File: src/rtl/reg_wb_arbiter_pkg.sv
// Shared register-file write-port definitions: widths, grant encoding and
// the request record handed from a writeback source to the write port.
package reg_wb_arbiter_pkg;

    localparam int DATA_WIDTH = 32;
    localparam int ADDR_WIDTH = 5;

    // Encoding of the last_grant register: which requester won most recently.
    localparam logic GNT_REQ0 = 1'b0;
    localparam logic GNT_REQ1 = 1'b1;

    typedef struct packed {
        logic [ADDR_WIDTH-1:0] addr;
        logic [DATA_WIDTH-1:0] data;
    } wb_req_t;

    // Register 0 is hard-wired zero, so writes to it are swallowed.
    function automatic logic is_live_addr(input logic [ADDR_WIDTH-1:0] a);
        return a != '0;
    endfunction

endpackage

File: src/rtl/reg_wb_arbiter_rr_arb2.sv
// Two-way round-robin grant: a lone valid requester always wins, on a
// conflict the requester that did not win last time wins.
module rr_arb2
    import reg_wb_arbiter_pkg::*;
(
    input  logic [1:0] valid_i,
    input  logic       last_grant_i,
    output logic [1:0] grant_o
);

    // One-hot grant from the valids and the round-robin pointer.
    always_comb begin
        grant_o = valid_i;
        if (valid_i == 2'b11) begin
            grant_o = (last_grant_i == GNT_REQ0) ? 2'b10 : 2'b01;
        end
    end

endmodule

File: src/rtl/reg_wb_arbiter.sv
// Register-file writeback arbiter: merges the ALU (req0) and load (req1)
// writeback streams onto one registered write port, round-robin on conflict.
// Optional macro WB_PERF_CNT_EN adds grant and conflict counters.
module reg_wb_arbiter
    import reg_wb_arbiter_pkg::*;
(
    input  logic                  clk,
    input  logic                  rst,
    input  logic                  req0_valid,
    input  logic [ADDR_WIDTH-1:0] req0_waddr,
    input  logic [DATA_WIDTH-1:0] req0_wdata,
    output logic                  req0_ready,
    input  logic                  req1_valid,
    input  logic [ADDR_WIDTH-1:0] req1_waddr,
    input  logic [DATA_WIDTH-1:0] req1_wdata,
    output logic                  req1_ready,
    output logic                  wen,
    output logic [ADDR_WIDTH-1:0] waddr,
    output logic [DATA_WIDTH-1:0] wdata,
    output logic                  idle
`ifdef WB_PERF_CNT_EN
    ,
    output logic [31:0]           grant0_cnt,
    output logic [31:0]           grant1_cnt,
    output logic [31:0]           conflict_cnt
`endif
);

    logic                  last_grant_q, last_grant_d;
    logic                  wen_q, wen_d;
    logic [ADDR_WIDTH-1:0] waddr_q, waddr_d;
    logic [DATA_WIDTH-1:0] wdata_q, wdata_d;

    logic [1:0] arb_grant;
    logic [1:0] gnt;
    logic       xfer;
    wb_req_t    sel;

    rr_arb2 u_arb (
        .valid_i      ({req1_valid, req0_valid}),
        .last_grant_i (last_grant_q),
        .grant_o      (arb_grant)
    );

    // Readiness is suppressed in reset so nothing is accepted there.
    always_comb begin
        gnt  = rst ? 2'b00 : arb_grant;
        xfer = |gnt;
        sel  = gnt[1] ? wb_req_t'{addr: req1_waddr, data: req1_wdata}
                      : wb_req_t'{addr: req0_waddr, data: req0_wdata};
    end

    assign req0_ready = gnt[0];
    assign req1_ready = gnt[1];

    // Next state of the write port and round-robin pointer.
    always_comb begin
        wen_d        = xfer && is_live_addr(sel.addr);
        waddr_d      = waddr_q;
        wdata_d      = wdata_q;
        last_grant_d = last_grant_q;
        if (wen_d) begin
            waddr_d = sel.addr;
            wdata_d = sel.data;
        end
        if (xfer) begin
            last_grant_d = gnt[1] ? GNT_REQ1 : GNT_REQ0;
        end
    end

    // Write-port register; reset leaves req0 favoured on the first conflict.
    always_ff @(posedge clk) begin
        if (rst) begin
            wen_q        <= 1'b0;
            waddr_q      <= '0;
            wdata_q      <= '0;
            last_grant_q <= GNT_REQ1;
        end else begin
            wen_q        <= wen_d;
            waddr_q      <= waddr_d;
            wdata_q      <= wdata_d;
            last_grant_q <= last_grant_d;
        end
    end

    assign wen   = wen_q;
    assign waddr = waddr_q;
    assign wdata = wdata_q;
    assign idle  = !req0_valid && !req1_valid && !wen_q;

`ifdef WB_PERF_CNT_EN
    logic [31:0] grant0_cnt_q, grant1_cnt_q, conflict_cnt_q;

    // Event counters; plain 32-bit adds wrap on their own.
    always_ff @(posedge clk) begin
        if (rst) begin
            grant0_cnt_q   <= '0;
            grant1_cnt_q   <= '0;
            conflict_cnt_q <= '0;
        end else begin
            if (gnt[0])                    grant0_cnt_q   <= grant0_cnt_q + 32'd1;
            if (gnt[1])                    grant1_cnt_q   <= grant1_cnt_q + 32'd1;
            if (req0_valid && req1_valid)  conflict_cnt_q <= conflict_cnt_q + 32'd1;
        end
    end

    assign grant0_cnt   = grant0_cnt_q;
    assign grant1_cnt   = grant1_cnt_q;
    assign conflict_cnt = conflict_cnt_q;
`endif

endmodule
File: config.mk
export PLATFORM = sky130hd
export DESIGN_NAME = reg_wb_arbiter
export DESIGN_NICKNAME = d
export VERILOG_FILES = /design/src/rtl/reg_wb_arbiter_pkg.sv /design/src/rtl/reg_wb_arbiter_rr_arb2.sv /design/src/rtl/reg_wb_arbiter.sv
export SDC_FILE = /design/constraint.sdc
export NUM_CORES = 1
export LEC_CHECK = 0
export CAP_MARGIN = 40
export CORE_ASPECT_RATIO = 1.5
export CORE_UTILIZATION = 40
export CTS_CLUSTER_SIZE = 30
export DETAILED_ROUTE_END_ITERATION = 8
export DONT_BUFFER_PORTS = 1
export GPL_TIMING_DRIVEN = 1
export SYNTH_ARGS = -nofsm -noshare
export SYNTH_HDL_FRONTEND = slang
export SYNTH_HIERARCHICAL = 1
export SYNTH_SLANG_ARGS = --single-unit
File: constraint.sdc
create_clock -name clk -period 3.5 [get_ports clk]
set_input_delay 0.175 -clock clk [delete_from_list [all_inputs] [get_ports clk]]
set_output_delay 0.175 -clock clk [all_outputs]
set_load 0.005 [all_outputs]
==> metrics.txt <==
CTS clk-pin slew, worst paths=0.07 ns; Comb power frac=0.168; Period minus WS final=2.648 ns; maximum vdd drop=0.2261 mV; DIE AREA=0.004989 sq mm; routed wire length=4356 microns; critical path class=register to register; Worst setup SP type=register; status=finished, violations left; P per Cell Area=501.2 mW/mm^2; Post-DRT Antenna Nets=0; initial DRC count=44; setup tns final=0 ns; Post-Syn Nets=264; vias per inst=6.236; Final HPWL DP=3105 microns; Ports=119; Unique masters post-synth=22; DR DRC count=9; setup violators final=0; gr usage total=0.1749; H-Tree Depth=2; Most common cell on crit path=buf_4; largest net degree at the start of global routing=35; vias in the first global route=1,425; Buf/Inv on CP=3; Synth async-reset ratio=0; worst skew pair latency=0.28 ns; Core ar.=0.004504 sq mm; Post-CTS Setup Inserts=0; Yosys Warn Count=6; cts repair resizes=0; kind of end point of the critical path=register; area grow syn2layout=4.986%; Leak Pwr=0.6882 nW; largest cells by area after synthesis=dfxtp_1 41%, mux2i_1 18%, a211oi_2 10%, nor3_1 9.0%, a211oi_1 7.2%; Least-Margin Pin Slew=0.6351 ns; initial antenna violation count=0; Hold Slack=0.04656 ns; # diodes=0; final-report hold violation count=0; register area share after synthesis=0.4149; Core Rows=30; clk root buf=clkbuf_8; Max-slew headroom=0.5756; routed via count=1,403; top cell type's share of synthesized area=0.4149; CTS buffer count=5; kind of cell adding the most delay to the critical path=buffers and inverters; register area=780.7 sq um; Final Wtd Congestion=0.7271; IO buf count=0; number of fill cells=445; CP required=3.64 ns; clk_skew=0.002919 ns; critical path peak fanout=34; Starting Density=0.4178; layout cells sized above 1=0.1582; Switching Fraction=0.2753; 1st-pass router iterations=6; Non-Filler Instances=225; Post-Syn Area=0.001882 sq mm; sequential share of power=0.530; Pins Over Slew Limit=0; Mapped Cells=186; sw power=272.6 uW; chain of cells forming the critical path=inv_1, a21boi_1, nor3b_1, o21a_1, buf_4, or2_1, buf_4, a211oi_1; Avg Inst Size Synth=10.12 sq um; clock sink total=39; wire per inst=19.36 microns; nets@finish=255; failing checks=design-rule violations; RSZ-0062 raised after global routing=false; grt ovf=0; TritonCTS clock tree=yes; Cell Int Power=717.7 uW; Placed Cells=217; Worst Hold Class=primary input to register; post-placement cell area=0.001868 sq mm; Period Utilization, post-route=0.7565; Die Span Y=86.01 microns; slowest cell delay on critical path=0.49 ns; CTS max path bufs=2; CTS Hold Bufs=1; WP data arrival=2.79 ns; synth cell count leaders=39 x dfxtp_1, 34 x nor3_1, 33 x mux2i_1; die width=58.01 microns; post-synth top area cell=dfxtp_1; maxcap violations=0; #FFs+latches synth=39; Multi-input gate area=989.7 sq um; clock share of power=0.302; post-route design area=0.001976 sq mm; Critical Path Slowest Stage Cell=nor3b_1; main flop type after synthesis=dfxtp_1; top-count cell post-synth=dfxtp_1; number of flops mapped to enable cells by yosys=0; f_max=0.3777 GHz; first-pass GRT wire length=6624 microns
[worst reg2reg max path, stage by stage, from the launching register on]
cell and delay, ns:
dfxtp_1 0.40, inv_1 0.06, a21boi_1 0.21, nor3b_1 0.49, o21a_1 0.20, buf_4 0.32, or2_1 0.25, buf_4 0.42
a211oi_1 0.16
[power groups by stage]
stage               registers [mW]  clock network (mW)  logic, mW
floorplan                    0.523                   0      0.151
detailed placement           0.535                   0      0.161
global route                 0.529               0.330      0.185
CTS                          0.525               0.308      0.170
global placement             0.534                   0      0.151
finish                       0.525               0.299      0.167
[worst paths after layout]
kind / start / end / slack (ns) / cells after the start
max: last_grant_q / wdata[8] / 0.85 / 8
min: req0_waddr[3] / waddr[3] / 0.05 / 2
min reg2reg: waddr[4] / waddr[4] / 0.49 / 2
max reg2reg: last_grant_q / wdata[8] / 0.85 / 8
[stage by stage]
stage	worst slack, ns	total power [mW]	util
3_3_place_gp	1.057	0.6852	0.4147
4_1_cts	0.8505	1.004	0.4386
3_5_place_dp	0.8683	0.6958	0.4147
6_report	0.8522	0.9903	0.4386
5_1_grt	0.6302	1.044	0.4386
2_1_floorplan	1.575	0.6738	-
[state kept, by name (all words and copies together) (netlist names)]
register / cells
last_grant_q: 1
waddr: 5
wdata: 32
wen: 1
[placed cells by master (no fill, tap or decap), types with 2 or more instances in the layout]
| cell type | netlist | final |
|---|---|---|
| a211oi_1 | 18 | 18 |
| a211oi_2 | 15 | 15 |
| a22oi_1 | 4 | 4 |
| buf_4 | 0 | 4 |
| clkbuf_8 | 0 | 6 |
| dfxtp_1 | 39 | 39 |
| inv_1 | 2 | 2 |
| mux2i_1 | 33 | 33 |
| nand2b_1 | 4 | 4 |
| nor2b_1 | 2 | 2 |
| nor3_1 | 34 | 34 |
| o21a_1 | 2 | 2 |
| o21ai_1 | 4 | 4 |
| or4_1 | 2 | 2 |
[routing by layer]
metal,vias to the layer above,wire (microns),GRT usage
met1,646,1489,0.1712
met4,0,57,0.06277
met2,76,2376,0.3229
met5,-,0,0
li1,676,-,-
met3,5,432,0.06938
[layout make-up]
class | instances | area share
clock buffers | 6 | 0.04180
inverters | 2 | 0.003800
repair buffers | 5 | 0.02533
clock inverters | 1 | 0.002533
multi-input cells | 124 | 0.5010
well taps | 48 | 0.03040
flip-flops and latches | 39 | 0.3952
[cells by family after synthesis]
group	after synthesis	synth area share
and+or+nand+nor	45	0.1277
muxes	33	0.1755
buffers and inverters	23	0.06516
DFF	39	0.4149
AOI/OAI and AO/OA	46	0.2168
Power figures use the tool's default switching activity.
